===== src/rtl/mux_nto1_stream_pkg.sv =====
// Shared types and helpers for the N:1 registered stream multiplexer.
package mux_pkg;

  typedef enum logic {
    MODE_FIXED = 1'b0,
    MODE_RR    = 1'b1
  } mux_mode_e;

  // Index width that never collapses to zero bits, so a 1-bit select stays legal.
  function automatic int clog2_min1(input int n);
    return (n <= 2) ? 1 : $clog2(n);
  endfunction

endpackage


===== src/rtl/mux_nto1_stream_if.sv =====
// Producer-lane and consumer-side bundle for mux_nto1_stream.
interface mux_nto1_stream_if
  import mux_pkg::*;
#(
  parameter int N_CH  = 4,
  parameter int W     = 8,
  parameter int SEL_W = clog2_min1(N_CH)
);

  mux_mode_e             mode;
  logic [SEL_W-1:0]      sel;
  logic [N_CH*W-1:0]     in_data;
  logic [N_CH-1:0]       in_valid;
  logic [N_CH-1:0]       in_ready;
  logic [W-1:0]          out_data;
  logic [SEL_W-1:0]      out_ch;
  logic                  out_valid;
  logic                  out_ready;

  modport master (
    output mode, sel, in_data, in_valid, out_ready,
    input  in_ready, out_data, out_ch, out_valid
  );

  modport slave (
    input  mode, sel, in_data, in_valid, out_ready,
    output in_ready, out_data, out_ch, out_valid
  );

endinterface


===== src/rtl/mux_nto1_stream_rr_arbiter.sv =====
// Rotate-priority arbiter: first requester at or above ptr, wrapping N-1 -> 0.
// Purely combinational; no state, no backpressure of its own.
module rr_arbiter
  import mux_pkg::*;
#(
  parameter int N  = 4,
  parameter int PW = clog2_min1(N)
) (
  input  logic [N-1:0]  req,
  input  logic [PW-1:0] ptr,
  output logic [N-1:0]  gnt,
  output logic [PW-1:0] gnt_idx
);

  int            idx;
  logic [PW-1:0] idx_l;
  logic          found;

  always_comb begin
    gnt     = '0;
    gnt_idx = '0;
    found   = 1'b0;
    idx     = 0;
    idx_l   = '0;
    for (int k = 0; k < N; k++) begin
      // Explicit wrap keeps the search correct for non-power-of-two N.
      idx = int'(ptr) + k;
      if (idx >= N) idx = idx - N;
      idx_l = PW'(idx);
      if (!found && req[idx_l]) begin
        found        = 1'b1;
        gnt[idx_l]   = 1'b1;
        gnt_idx      = idx_l;
      end
    end
  end

endmodule


===== src/rtl/mux_nto1_stream.sv =====
// N:1 stream mux, fixed-select or round-robin; output registered, 1-cycle latency.
// Loads when the output slot is empty or being drained; holds the beat while out_ready=0.
module mux_nto1_stream
  import mux_pkg::*;
#(
  parameter int N_CH = 4,
  parameter int W    = 8
) (
  input logic              clk,
  input logic              rst,
  mux_nto1_stream_if.slave bus
);

  localparam int SEL_W = clog2_min1(N_CH);

  logic [SEL_W-1:0] rr_ptr;
  logic [N_CH-1:0]  arb_gnt;
  logic [SEL_W-1:0] arb_idx;

  logic [N_CH-1:0]  grant;
  logic [SEL_W-1:0] gnt_idx;
  logic             sel_ok;
  logic             load_en;
  logic             xfer;
  logic [W-1:0]     gnt_data;

  logic [W-1:0]     out_data_q;
  logic [SEL_W-1:0] out_ch_q;
  logic             out_valid_q;

  rr_arbiter #(.N(N_CH), .PW(SEL_W)) u_arb (
    .req     (bus.in_valid),
    .ptr     (rr_ptr),
    .gnt     (arb_gnt),
    .gnt_idx (arb_idx)
  );

  assign sel_ok  = (int'(bus.sel) < N_CH);
  assign load_en = !out_valid_q || bus.out_ready;

  always_comb begin
    grant   = '0;
    gnt_idx = '0;
    if (bus.mode == MODE_RR) begin
      grant   = arb_gnt;
      gnt_idx = arb_idx;
    end else if (sel_ok && bus.in_valid[bus.sel]) begin
      grant[bus.sel] = 1'b1;
      gnt_idx        = bus.sel;
    end
  end

  // Grant is one-hot, so an OR-reduction picks the winning lane without an index multiply.
  always_comb begin
    gnt_data = '0;
    for (int i = 0; i < N_CH; i++) begin
      if (grant[i]) gnt_data = gnt_data | bus.in_data[i*W +: W];
    end
  end

  assign bus.in_ready = grant & {N_CH{load_en && !rst}};
  assign xfer         = |bus.in_ready;

  always_ff @(posedge clk) begin
    if (rst) begin
      out_data_q  <= '0;
      out_ch_q    <= '0;
      out_valid_q <= 1'b0;
      rr_ptr      <= '0;
    end else begin
      if (xfer) begin
        out_data_q  <= gnt_data;
        out_ch_q    <= gnt_idx;
        out_valid_q <= 1'b1;
        if (bus.mode == MODE_RR) begin
          rr_ptr <= (gnt_idx == SEL_W'(N_CH - 1)) ? '0 : gnt_idx + 1'b1;
        end
      end else if (bus.out_ready) begin
        out_valid_q <= 1'b0;
      end
    end
  end

  assign bus.out_data  = out_data_q;
  assign bus.out_ch    = out_ch_q;
  assign bus.out_valid = out_valid_q;

endmodule


===== src/flat_wrapper.sv =====
// flat-port wrapper written by rule: the top's interface ports become plain ports
module mux_nto1_stream_flat import mux_pkg::*;
#(
  parameter int N_CH = 4,
  parameter int W    = 8
)
  (clk, rst, bus_mode, bus_sel, bus_in_data, bus_in_valid, bus_out_ready, bus_in_ready, bus_out_data, bus_out_ch, bus_out_valid);
  mux_nto1_stream_if #(.N_CH(N_CH), .W(W)) bus_i ();
  input logic clk;
  input logic rst;
  input wire logic [$bits(bus_i.mode)-1:0] bus_mode;
  input wire logic [$bits(bus_i.sel)-1:0] bus_sel;
  input wire logic [$bits(bus_i.in_data)-1:0] bus_in_data;
  input wire logic [$bits(bus_i.in_valid)-1:0] bus_in_valid;
  input wire logic [$bits(bus_i.out_ready)-1:0] bus_out_ready;
  output wire logic [$bits(bus_i.in_ready)-1:0] bus_in_ready;
  output wire logic [$bits(bus_i.out_data)-1:0] bus_out_data;
  output wire logic [$bits(bus_i.out_ch)-1:0] bus_out_ch;
  output wire logic [$bits(bus_i.out_valid)-1:0] bus_out_valid;
  assign bus_i.mode = bus_mode;
  assign bus_i.sel = bus_sel;
  assign bus_i.in_data = bus_in_data;
  assign bus_i.in_valid = bus_in_valid;
  assign bus_i.out_ready = bus_out_ready;
  assign bus_in_ready = bus_i.in_ready;
  assign bus_out_data = bus_i.out_data;
  assign bus_out_ch = bus_i.out_ch;
  assign bus_out_valid = bus_i.out_valid;
  mux_nto1_stream #(.N_CH(N_CH), .W(W)) u_core (.clk(clk), .rst(rst), .bus(bus_i));
endmodule

===== config.mk =====
export PLATFORM = sky130hd
export DESIGN_NAME = mux_nto1_stream_flat
export DESIGN_NICKNAME = d
export VERILOG_FILES = /design/src/rtl/mux_nto1_stream_pkg.sv /design/src/rtl/mux_nto1_stream_if.sv /design/src/rtl/mux_nto1_stream_rr_arbiter.sv /design/src/rtl/mux_nto1_stream.sv /design/src/flat_wrapper.sv
export SDC_FILE = /design/constraint.sdc
export NUM_CORES = 1
export LEC_CHECK = 0
export CELL_PAD_IN_SITES_DETAIL_PLACEMENT = 0
export CELL_PAD_IN_SITES_GLOBAL_PLACEMENT = 1
export CORE_ASPECT_RATIO = 0.9
export CORE_UTILIZATION = 30
export CTS_CLUSTER_SIZE = 16
export DETAILED_ROUTE_END_ITERATION = 7
export PLACE_DENSITY_LB_ADDON = 0.1
export SLEW_MARGIN = 10
export SYNTH_ARGS = -nofsm -noshare
export SYNTH_HDL_FRONTEND = slang
export SYNTH_SLANG_ARGS = --single-unit

===== constraint.sdc =====
create_clock -name clk -period 3.4 [get_ports clk]
set_clock_uncertainty 0.2 [all_clocks]
set_input_delay 0.34 -clock clk [delete_from_list [all_inputs] [get_ports clk]]
set_output_delay 0.34 -clock clk [all_outputs]
set_load 0.05 [all_outputs]

==> flow_summary.json <==
{
  "setup_violations": 0,
  "tightest_slew_ps": 571,
  "whs_ps": 276,
  "clk_latency_ps": 240,
  "fin_crit_sh": 0.961,
  "cp_num_buf_inv": 3,
  "drt-total-wl_mm": 5.24,
  "outcome": "finished, final reports clean",
  "rrSetupSlack_ps": 280,
  "syn_inst": 207,
  "synth_cell_types": 53,
  "crit_type": "in -> out",
  "gp_congestion": 0.820,
  "grt_pass1_wl_mm": 8.36,
  "syn_to_final_growth_pct": 47.2,
  "synthesis.nets": 256,
  "slew_headroom": 0.615,
  "cp.arrival_ps": 2730,
  "root_buffer": "clkbuf_8",
  "syn_area_per_cell_um2": 8.12,
  "fmax_mhz": 306,
  "final_cell_mix": "clkdlybuf4s50_1 (52), nand2_1 (28), buf_4 (18)",
  "layout_commonest_cell": "clkdlybuf4s50_1",
  "worst_setup_path_end_kind": "primary output",
  "die_area_um2": 5900,
  "antenna_cells": 0,
  "finalHoldViolations": 0,
  "cts_max_path_buffers": 2,
  "route.met3.wl_um": 188,
  "antenna_found_initial": 0,
  "grt_pass1_vias": 1687,
  "core_area_um2": 5320,
  "die_y_um": 73,
  "path_delay_family": "buffers and inverters",
  "peakVddDrop_mv": 0.198,
  "p_leak_nw": 0.958,
  "yosysWarnings": 0,
  "ys.flop_type": "dfxtp_1",
  "path_cells": "clkdlybuf4s50_1 > or3b_1 > a2111o_1 > nand2_4 > a2111oi_4 > buf_6 > nor3b_2 > buf_4",
  "drv_slew": 0,
  "drive_gt1_frac": 0.187,
  "routed_via_density": 5.22,
  "top_layer": "met4",
  "hpwlAfterDp_mm": 4.10,
  "synth_edf_count": 0,
  "grt_max_degree": 18,
  "fin_total_pwr_mw": 1.12,
  "routedLengthMet1_mm": 2.71,
  "final_cell_area_um2": 2470,
  "worstHoldPathType": "reg -> reg",
  "syn_area_um2": 1680,
  "drt-pass1-iter-count": 4,
  "cts.sinks": 13,
  "drtIter0Drc": 70,
  "ys_ff_latch": 13,
  "slowest_delay_ps": 680,
  "grt_setup_unrepaired": "false",
  "via_count": 1775,
  "placed_area_um2": 2390,
  "ys_async_sr_fraction": 0,
  "clk_pin_slew_ps": 60,
  "io_pins": 57,
  "fp-row-count": 25,
  "powerDensity_nw_per_um2": 452,
  "min_period_ps": 3270,
  "portBuffers": 56,
  "cts.htree.levels": 1,
  "grt-ovfl-total": 0,
  "drv_cap": 0,
  "start_util": 0.316,
  "grt_usage": 0.183,
  "start_kind": "primary input",
  "dieWidth_um": 80.9,
  "crit_required_ps": 2860,
  "cts_made_buffers": 3,
  "cp_max_fo": 12,
  "nets": 323,
  "wire_per_inst_um": 15.4,
  "cts_tree": "yes",
  "drcViolationCount": 0,
  "slowest_stage": "clkdlybuf4s50_1",
  "antenna_left": 0,
  "wl_met2_mm": 2.32,
  "seq_area_frac_synth": 0.155
}
==> synth_stat cells (all sizes together), types with 2 or more instances <==
master   instances  area, µm²
o211ai           7       85.1
o22ai            8       50.1
nand2b          11       68.8
clkbuf           4       18.8
ha               7       87.6
o21ai            8       55.1
dfxtp           13        260
a21oi           11       58.8
inv              7       26.3
a2111oi          2       55.1
nand2           30        123
nor2             6       22.5
nor3b            7       52.6
mux2             2       22.5
o32a             2       20.0
nand3            3       15.0
nor2b            3       18.8
mux2i           12        120
or2b             3       26.3
nor3            12       60.1
buf              6       45.0
a31oi            3       31.3
mux4             3       67.6
a21o             6       45.0
a21boi          18        135
==> sequential cells by signal, indices dropped and copies added (netlist names) <==
register              cells
u_core.bus.out_data       8
u_core.rr_ptr             2
u_core.bus.out_ch         2
u_core.bus.out_valid      1
==> tightest hold or removal path: cells and delay by family, from the launching register on <==
| kind | cells | cell delay (ps) |
|---|---|---|
| multiplexers | 1 | 60 |
| flip-flops | 1 | 310 |
| AND/OR/NAND/NOR | 1 | 60 |
==> final cells by class <==
type                            instances  area, µm²
Timing Repair Buffer                   73        707
Multi-Input combinational cell        176       1350
Tap cell                               67       83.8
Clock buffer                            4       45.0
Fill cell                             525       2840
Inverter                                7       26.3
Sequential cell                        13        260
==> timing repair <==
item / in CTS / in global routing
hold buffers: 0 / 0
setup endpoints to repair: 2 / 2
pin swaps: 1 / 2
buffers inserted: 0 / 2
gates resized for setup: 1 / 4
hold endpoints to repair: 0 / 0
==> per-layer routing <==
layer | vias to the layer above | track usage
met2 | 45 | 0.281
met3 | 2 | 0.0263
met1 | 827 | 0.277
met4 | 0 | 0.0179
met5 | - | 0
li1 | 901 | -
==> through the flow <==
stage,setup slack [ps],util,cells,setup TNS [ps]
2_1_floorplan,-139,-,207,-139
3_3_place_gp,122,0.449,334,0
3_5_place_dp,74.8,0.449,334,0
4_1_cts,10.5,0.458,338,0
5_1_grt,43.4,0.465,340,0
6_report,134,0.465,340,0
==> logic make-up (layout without fill, tap and decap cells) <==
family | count (synthesis) | in the layout | share of synthesized area
AOI/OAI and AO/OA | 72 | 72 | 0.354
xor gates and xnor gates | 1 | 1 | 0.00521
muxes | 17 | 17 | 0.125
DFF | 13 | 13 | 0.155
and+or+nand+nor | 79 | 79 | 0.249
adders and majority gates | 7 | 7 | 0.0521
buffers and inverters | 18 | 84 | 0.0596
==> report_power, final <==
| part | switching, mW | total, mW | internal, mW |
|---|---|---|---|
| clock | 0.0564 | 0.139 | 0.0828 |
| sequential | 0.0205 | 0.211 | 0.190 |
| combinational | 0.443 | 0.768 | 0.325 |
==> worst paths after layout <==
kind | from | end | cells past startpoint
worst min-delay path | u_core.bus.out_data[1]$_SDFFE_PP0P_ | u_core.bus.out_data[1]$_SDFFE_PP0P_ | 2
worst max-delay path | bus_in_valid[2] | bus_in_ready[0] | 8
worst max register to register | u_core.rr_ptr[1]$_SDFFE_PP0P_ | u_core.bus.out_data[2]$_SDFFE_PP0P_ | 10
worst min register to register | u_core.bus.out_data[1]$_SDFFE_PP0P_ | u_core.bus.out_data[1]$_SDFFE_PP0P_ | 2
No activity file was read; power rests on OpenSTA's default activity.
